==> src/rtl/minesweeper_pkg.sv <==
// Shared constants and types for the Minesweeper input path.
package minesweeper_pkg;
  localparam int NUM_COLS = 5;
  localparam int NUM_ROWS = 4;
  localparam int NUM_KEYS = NUM_COLS * NUM_ROWS;

  typedef logic [4:0] key_code_t;
endpackage

==> src/rtl/btn_debounce_cell.sv <==
// One matrix key: agree counter plus debounced state bit.
module btn_debounce_cell #(
  parameter int DEBOUNCE_SCANS = 4
) (
  input  logic clk,
  input  logic reset,
  input  logic sample_en,
  input  logic raw,
  input  logic commit_allow,
  output logic state,
  output logic qualified,
  output logic rise,
  output logic fall
);
  localparam logic [3:0] CNT_MAX = 4'(DEBOUNCE_SCANS);

  logic [3:0] cnt_q;
  logic [3:0] cnt_inc;
  logic       state_q;
  logic       commit;

  // A key that qualified but lost arbitration stays parked at CNT_MAX.
  assign cnt_inc   = (raw != state_q) ? ((cnt_q >= CNT_MAX) ? CNT_MAX : cnt_q + 4'd1) : 4'd0;
  assign qualified = sample_en && (cnt_inc == CNT_MAX);
  assign commit    = qualified && commit_allow;
  assign rise      = commit && !state_q;
  assign fall      = commit && state_q;
  assign state     = state_q;

  always_ff @(posedge clk or negedge reset) begin
    if (!reset) begin
      cnt_q   <= '0;
      state_q <= 1'b0;
    end else if (sample_en) begin
      if (commit) begin
        cnt_q   <= '0;
        state_q <= ~state_q;
      end else begin
        cnt_q <= cnt_inc;
      end
    end
  end
endmodule

==> src/rtl/btn_matrix_scanner.sv <==
// Scans the 5x4 button matrix column by column and emits debounced press/release events.
module btn_matrix_scanner
  import minesweeper_pkg::*;
#(
  parameter int SCAN_DIV       = 50000,
  parameter int DEBOUNCE_SCANS = 4
) (
  input  logic        clk,
  input  logic        reset,
  output logic [4:0]  col_n,
  input  logic [3:0]  row_n,
  output logic [19:0] key_state,
  output logic [4:0]  key_code,
  output logic        key_press,
  output logic        key_release
);
  localparam int                 DWELL_W    = $clog2(SCAN_DIV);
  localparam logic [DWELL_W-1:0] DWELL_LAST = DWELL_W'(SCAN_DIV - 1);
  localparam logic [2:0]         COL_LAST   = 3'(NUM_COLS - 1);

  logic [DWELL_W-1:0]  dwell_q, dwell_d;
  logic [2:0]          col_idx_q, col_idx_d;
  logic [NUM_COLS-1:0] col_n_q, col_n_d;
  logic [NUM_ROWS-1:0] row_s1_q, row_s2_q, row;
  logic                sample_tick;
  logic [NUM_KEYS-1:0] qual, allow, rise, fall;
  key_code_t           key_code_q, key_code_d;
  logic                key_press_q, key_release_q;

  // Sampling on the last dwell cycle leaves settling time plus synchronizer delay.
  assign sample_tick = (dwell_q == DWELL_LAST);
  assign row         = ~row_s2_q;

  always_comb begin
    dwell_d   = dwell_q + 1'b1;
    col_idx_d = col_idx_q;
    col_n_d   = col_n_q;
    if (sample_tick) begin
      dwell_d   = '0;
      col_idx_d = (col_idx_q == COL_LAST) ? 3'd0 : col_idx_q + 3'd1;
      col_n_d   = ~(5'(1) << col_idx_d);
    end
  end

  // Lowest qualified row in the sampled column wins; only one column samples at a time.
  always_comb begin
    allow = '1;
    for (int c = 0; c < NUM_COLS; c++)
      for (int r = 1; r < NUM_ROWS; r++)
        for (int j = 0; j < r; j++)
          if (qual[c*NUM_ROWS + j]) allow[c*NUM_ROWS + r] = 1'b0;
  end

  always_comb begin
    key_code_d = key_code_q;
    for (int k = 0; k < NUM_KEYS; k++)
      if (rise[k] || fall[k]) key_code_d = key_code_t'(k);
  end

  for (genvar c = 0; c < NUM_COLS; c++) begin : g_col
    for (genvar r = 0; r < NUM_ROWS; r++) begin : g_row
      btn_debounce_cell #(
        .DEBOUNCE_SCANS(DEBOUNCE_SCANS)
      ) u_cell (
        .clk         (clk),
        .reset       (reset),
        .sample_en   (sample_tick && (col_idx_q == 3'(c))),
        .raw         (row[r]),
        .commit_allow(allow[c*NUM_ROWS + r]),
        .state       (key_state[c*NUM_ROWS + r]),
        .qualified   (qual[c*NUM_ROWS + r]),
        .rise        (rise[c*NUM_ROWS + r]),
        .fall        (fall[c*NUM_ROWS + r])
      );
    end
  end

  always_ff @(posedge clk or negedge reset) begin
    if (!reset) begin
      dwell_q       <= '0;
      col_idx_q     <= '0;
      col_n_q       <= 5'b11110;
      row_s1_q      <= '1;
      row_s2_q      <= '1;
      key_code_q    <= '0;
      key_press_q   <= 1'b0;
      key_release_q <= 1'b0;
    end else begin
      dwell_q       <= dwell_d;
      col_idx_q     <= col_idx_d;
      col_n_q       <= col_n_d;
      row_s1_q      <= row_n;
      row_s2_q      <= row_s1_q;
      key_code_q    <= key_code_d;
      key_press_q   <= |rise;
      key_release_q <= |fall;
    end
  end

  assign col_n       = col_n_q;
  assign key_code    = key_code_q;
  assign key_press   = key_press_q;
  assign key_release = key_release_q;
endmodule

==> config.mk <==
export PLATFORM = sky130hd
export DESIGN_NAME = btn_matrix_scanner
export DESIGN_NICKNAME = d
export VERILOG_FILES = /design/src/rtl/minesweeper_pkg.sv /design/src/rtl/btn_debounce_cell.sv /design/src/rtl/btn_matrix_scanner.sv
export SDC_FILE = /design/constraint.sdc
export NUM_CORES = 1
export LEC_CHECK = 0
export BUFFER_PORTS_ARGS = -buffer_cell sky130_fd_sc_hd__clkbuf_2
export CORE_UTILIZATION = 25
export CTS_CLUSTER_DIAMETER = 40
export DETAILED_ROUTE_END_ITERATION = 10
export PLACE_DENSITY_LB_ADDON = 0.12
export SYNTH_ARGS = -nofsm -noshare
export SYNTH_HDL_FRONTEND = slang
export SYNTH_HIERARCHICAL = 1
export SYNTH_SLANG_ARGS = --single-unit
export TNS_END_PERCENT = 1
==> constraint.sdc <==
create_clock -name clk -period 6.8 [get_ports clk]
set_input_delay 0.68 -clock clk [delete_from_list [all_inputs] [get_ports clk]]
set_output_delay 0.68 -clock clk [all_outputs]
set_load 0.05 [all_outputs]
==> results.md, run 1 <==
- Status: completed
- I/O Pins: 38
- Layout cells sized above 1: between 10% and 20%
- Hold crit path type: in -> reg
- Core outline area: 28,100 um^2
- Setup_tns: 0 ns
- Syn Area/Cell: 9.93 um^2
- Peak Freq: around 210 MHz
- Grt total ovfl: 0
- Setup ws final: 2.09 ns
- Final hold vios: 0
- Final min period: 4.71 ns
- Die H: roughly 170 um
- Detailed Route WL: about 17,000 um
- Pre-CTS WS: slightly above 2 ns
- Worst-path clk slew: 0.06 ns
- Vias per cell: roughly 4.5
- Synth Warn #: 6
- Routed WL per cell: 14.1 um
- CP Class: reg -> reg
- Skew final: between 0.01 and 0.015 ns
- Commonest non-fill, non-tap cell in the layout: dfrtp_1
- Area grow syn2layout: 18.1%
- Final count of negative-setup-slack endpoints: 0
- Initial antenna violation count: 0
- Worst Setup End Kind: register
- CTS tree: yes
- Clk_lat worst skew: about 0.43 ns
- Total Routing Usage GR: 12.4%
- N_diodes: 0
- Synthesized area: about 7200 um^2
- Largest net degree at the start of global routing: 93
- Num rows: between 60 and 70
- Cells after synthesis: 728
- Slew of the pin with the lowest slew margin: approximately 0.9 ns
- Slew margin rel.: slightly below 40%
- Leakage power: 4.26 nW
- Post-CTS Setup Bufs: 0
- CTS root buffer: clkbuf_16
- IO buf count: 37
- Die Wd: between 150 and 200 um
- TritonCTS Buffers: 17
- Clock Sinks: 139
- Residual DRC: 0
- Number of DRC markers in iteration 0: 295
- NumNets Final: 828
- CP required: 7.10 ns
- Routability congestion estimate: around 0.73
- Dpl hpwl: approximately 12,000 um
- Crit path DAT: between 5 and 6 ns
- Clock Tree Buf Depth: 2
- Max_cap viols: 0
- Initial Util: between 20% and 30%
- Post-DRT Antenna Nets: 0
- First-pass DRT Iterations: 5
- Pwr/cell area: ~210 nW/um^2
- Global-route wire length before repair: between 20,000 and 30,000 um
- CP startpoint kind: register
- Hold_buf cts: 0
- Worst Path Max Fanout: 29
- Post-route clock period utilization: 69.3%
- Maximum vdd ir drop: 0.148 mV
- Vias in the first global route: 5,283
- CTS resizes: 0
- Final slew viol count: 0
- Vias: roughly 5,300
- RSZ-0062 raised after global routing: no
- Commonest cells after routing, fill and taps aside: dfrtp_1 (127), inv_1 (94), o21ai_0 (85)
- Die ar.: approximately 30,000 um^2
- H-tree levels: 4
-- power breakdown --
part	leakage, nW	total (W)	internal (W)	switching, W
logic	2.14	0.0000332	0.00000442	0.0000288
clock network	0.278	0.000903	0.000526	0.000377
registers	1.84	0.000832	0.000832	0.000000684
-- sequential cells by signal, summed over array words and instances (netlist names) --
signal	count
g_col.g_row.u_cell/state	20
row_s1_q	4
key_release	1
col_n	5
key_code	5
g_col.g_row.u_cell/cnt_q	80
dwell_q	16
key_press	1
row_s2_q	4
col_idx_q	3
-- routing by layer --
layer	part of all wire (%)	global-route usage [%]
met3	2.9	2.45
met4	1.4	4.54
met1	53	17.6
met5	0	0
met2	43	18.6
-- layout make-up --
type,instances,area [um^2]
clock buffers,20,457
flip-flops and latches,139,3490
multi-input cells,501,3410
well taps,378,473
repair buffers,43,236
fillers,3013,19500
clock inverters,12,115
inverters,94,353
-- through the flow --
step / total power, W / instance area, um^2 / hold slack [ns] / instances / util, %
final: 0.00177 / 8540 / 0.333 / 1187 / 30.4
after detailed placement: 0.000883 / 7970 / 0.347 / 1155 / 28.4
after CTS: 0.00181 / 8540 / 0.311 / 1187 / 30.4
after global routing: 0.00184 / 8540 / 0.314 / 1187 / 30.4
after floorplan: 0.000857 / 7270 / 0.345 / 737 / -
after global placement: 0.000883 / 7970 / 0.346 / 1155 / 28.4
-- worst max-delay path: stages (launching register included) --
cell and delay [ns]:
dfrtp_1 0.37, ha_1 0.23, nand3_1 0.17, nor4_2 0.28
buf_4 0.32, and2_1 0.74, o311ai_1 0.32, nor2b_1 0.27
nor3_1 0.11, inv_1 0.08, nor3b_2 0.06, and2b_1 0.21
or4_1 0.55, nor2_1 0.23, nand4_2 0.16, nor2_4 0.17
mux2_4 0.31
-- worst paths after layout --
| path | startpoint | to | slack [ns] | cells past startpoint |
|---|---|---|---|---|
| worst max-delay path | dwell_q[0] | key_code[1] | 2.09 | 16 |
| worst min-delay path | row_n[1] | row_s1_q[1] | 0.33 | 1 |
| worst max register to register | dwell_q[0] | key_code[1] | 2.09 | 16 |
| worst min register to register | row_s1_q[3] | row_s2_q[3] | 0.36 | 0 |
| max in group asynchronous | reset | g_col[3].g_row[1].u_cell/state | 5.23 | 2 |
| min in group asynchronous | reset | g_col[0].g_row[1].u_cell/cnt_q[1] | 0.36 | 1 |
No activity file was read; power rests on OpenSTA's default activity.
==> inputs of run 2 (changes only) <==
--- a/config.mk
+++ b/config.mk
@@ -5,6 +5,7 @@
 export SDC_FILE = /design/constraint.sdc
 export NUM_CORES = 1
 export LEC_CHECK = 0
+export ABC_AREA = 1
 export BUFFER_PORTS_ARGS = -buffer_cell sky130_fd_sc_hd__clkbuf_2
 export CORE_UTILIZATION = 25
 export CTS_CLUSTER_DIAMETER = 40
==> constraint.sdc (replaced) <==
create_clock -name clk -period 4.3 [get_ports clk]
set_input_delay 0.43 -clock clk [delete_from_list [all_inputs] [get_ports clk]]
set_output_delay 0.43 -clock clk [all_outputs]
set_load 0.05 [all_outputs]
==> run 2 against run 1 <==
  * Register-to-register slack got worse by 1.5 ns
  * Largest power group unchanged
  * The run now ends with design-rule violations, negative hold slack left
  * Cell count increased by 24%
  * Sequential cell count unchanged
==> results.md, run 2 <==
- Violated checks: design-rule violations, negative hold slack
- Die Wd: around 180 um
- Critical path's top delay family: simple AND/OR/NAND/NOR gates
- Final hold slack: -0.0108 ns
- Final min period: 3.70 ns
- Die ar.: 32,300 um^2
- Worst reg-to-reg setup slack: between 0.6 and 0.7 ns
- CP endpoint: key_code[2]
- Global-route wire length before repair: ~31,000 um
- Fill cells: about 3,300
- Worst Setup End Kind: register
- Layout cells sized above 1: 20.1%
- Clock Tree Buf Depth: 2
- NumNets Final: approximately 1,100
- Area grow syn2layout: 17.8%
- Switching power share of the total: a little under a quarter
- Initial antenna violation count: 0
- Syn Area/Cell: about 7.9 um^2
- Max_cap viols: 0
- Core outline area: 30,800 um^2
- Cell Area, Placed: approximately 8700 um^2
- P_int: roughly 0.0023 W
- Hold crit path type: in -> async
- Die H: 180 um
- Routed WL per cell: about 13 um
- Setup_tns: 0 ns
- Biggest register: g_col.g_row.u_cell/cnt_q
- CP required: around 4.6 ns
- Critical Path Max Stage Delay: about 0.41 ns
- Num rows: 64
- Comb power frac: approximately 3%
- Post-DRT Antenna Nets: 0
- Initial Util: around a quarter
- Slew of the pin with the lowest slew margin: approximately 0.75 ns
- Hold_buf cts: 0
- Worst-path clk slew: roughly 0.07 ns
- I/O Pins: 38
- Clk_lat worst skew: between 0.4 and 0.5 ns
- Worst Path Max Fanout: 14
- Worst reg2reg endpoint: key_code[2]
- Reg2Reg Depth: 23
- CP Class: reg -> reg
- Most common cell on crit path: nor2_1
- Dpl hpwl: around 14,000 um
- Crit path buf inv count: 5
- Worst path depth: 23
- Vias in the first global route: between 6,000 and 7,000
- N_diodes: 0
- CTS root buffer: clkbuf_16
- Worst r2r src: dwell_q[0]
- Vias: approximately 6,100
- Largest net degree at the start of global routing: 76
- Post-CTS Setup Bufs: 0
- Final slew viol count: 0
- Setup ws final: around 0.60 ns
- Crit path DAT: 4.00 ns
- Number of DRC markers in iteration 0: 310
- RSZ-0062 raised after global routing: no
- Clock power frac: between 50% and 60%
- Fin area: 9290 um^2
- Commonest cells after routing, fill and taps aside: nand2_1 (253), inv_1 (181), dfrtp_1 (127)
- TritonCTS Buffers: 17
- CP startpoint kind: register
- Pre-CTS WS: 0.588 ns
- Total Routing Usage GR: between 10% and 20%
- Peak Freq: approximately 270 MHz
- Sequential Power Share: ~45%
- Max reg flops: 80
- Vias per cell: approximately 4.2
- CP max-delay cell: dfrtp_1
- Cells after synthesis: roughly 1,000
- Pwr/cell area: 316 nW/um^2
- H-tree levels: 4
- Residual DRC: 4
- Non-Filler Instances: 1,477
- Commonest non-fill, non-tap cell in the layout: nand2_1
- Synth Warn #: 6
- Setup crit start: dwell_q[0]
- CTS tree: yes
- Psw: between 0.0006 and 0.0007 W
- IO buf count: 37
- First-pass DRT Iterations: 9
- Leakage power: between 4 and 5 nW
- Post-route clock period utilization: 85.9%
- Skew final: roughly 0.011 ns
- Final count of negative-setup-slack endpoints: 0
- Status: complete, but fails checks
- Routability congestion estimate: about 0.81
- Clock Sinks: roughly 140
- Slew margin rel.: 49.7%
- Maximum vdd ir drop: 0.232 mV
- Grt total ovfl: 0
- Detailed Route WL: 18,700 um
- Final hold vios: 3
- Synthesized area: between 7000 and 8000 um^2
- Placed cells: approximately 1,400
- CTS resizes: 0
- CP cell instances: ha_1 -> nand3_1 -> nor2_1 -> nand3_1 -> clkinv_1 -> nand2_1 -> nor2_1 -> buf_4 -> buf_4 -> nand2_1 -> nor2_4 -> and2_2 -> nor3_1 -> nand3_2 -> nor2_1 -> nor2_1 -> nand2_1 -> nor2_1 -> nand2_1 -> inv_1 -> nand4_1 -> inv_1 -> a22o_1
run 2: worst min-delay path by stage:
stage / startpoint / slack [ns] / endpoint / cells past startpoint
after CTS: reset / 0.06 / g_col[3].g_row[3].u_cell/cnt_q[3] / 1
after floorplan: reset / 0.13 / col_idx_q[0] / 0
after global routing: reset / 0.07 / g_col[3].g_row[3].u_cell/cnt_q[0] / 1
after global placement: row_s1_q[1] / 0.35 / row_s2_q[1] / 0
final: reset / -0.01 / g_col[3].g_row[3].u_cell/cnt_q[0] / 1
after detailed placement: row_s1_q[1] / 0.35 / row_s2_q[1] / 0
run 2: power by group through the flow:
stage / Clock, W / Sequential (W) / Combinational (W)
floorplan: 0 / 0.00134 / 0.0000462
global placement: 0 / 0.00134 / 0.0000928
detailed placement: 0 / 0.00134 / 0.0000925
CTS: 0.00159 / 0.00132 / 0.0000929
global route: 0.00165 / 0.00132 / 0.000103
finish: 0.00153 / 0.00132 / 0.0000887
run 2: final cells by class:
cell class | instances | area, um^2 | share of cell area, %
Inverter | 203 | 762 | 8.20
Tap cell | 396 | 495 | 5.33
Multi-Input combinational cell | 662 | 3680 | 39.6
Timing Repair Buffer | 45 | 251 | 2.71
Clock inverter | 11 | 131 | 1.41
Clock buffer | 21 | 480 | 5.17
Sequential cell | 139 | 3490 | 37.6
run 2: worst reg2reg max path: stages, from the launching register on:
cell and delay, ns:
dfrtp_1 0.41, ha_1 0.25, nand3_1 0.14, nor2_1 0.07
nand3_1 0.24, clkinv_1 0.34, nand2_1 0.17, nor2_1 0.05
buf_4 0.17, buf_4 0.19, nand2_1 0.12, nor2_4 0.05
and2_2 0.18, nor3_1 0.24, nand3_2 0.14, nor2_1 0.14
nor2_1 0.08, nand2_1 0.10, nor2_1 0.05, nand2_1 0.05
inv_1 0.05, nand4_1 0.06, inv_1 0.09, a22o_1 0.19
run 2: layer usage:
metal / global-route usage, % / vias to the layer above / part of all wire [%]
li1: - / 3287 / -
met1: 16.7 / 2798 / 52
met4: 3.31 / 0 / 0.96
met5: 0 / - / 0
met2: 19.5 / 39 / 45
met3: 2.67 / 13 / 2.3
run 2: stage by stage:
step	utilization (%)	total power, W	hold WS (ns)
3_5_place_dp	28.2	0.00143	0.347
6_report	30.1	0.00294	-0.0108
4_1_cts	30.1	0.00300	0.0583
3_3_place_gp	28.2	0.00143	0.347
2_1_floorplan	-	0.00139	0.134
5_1_grt	30.1	0.00306	0.0674
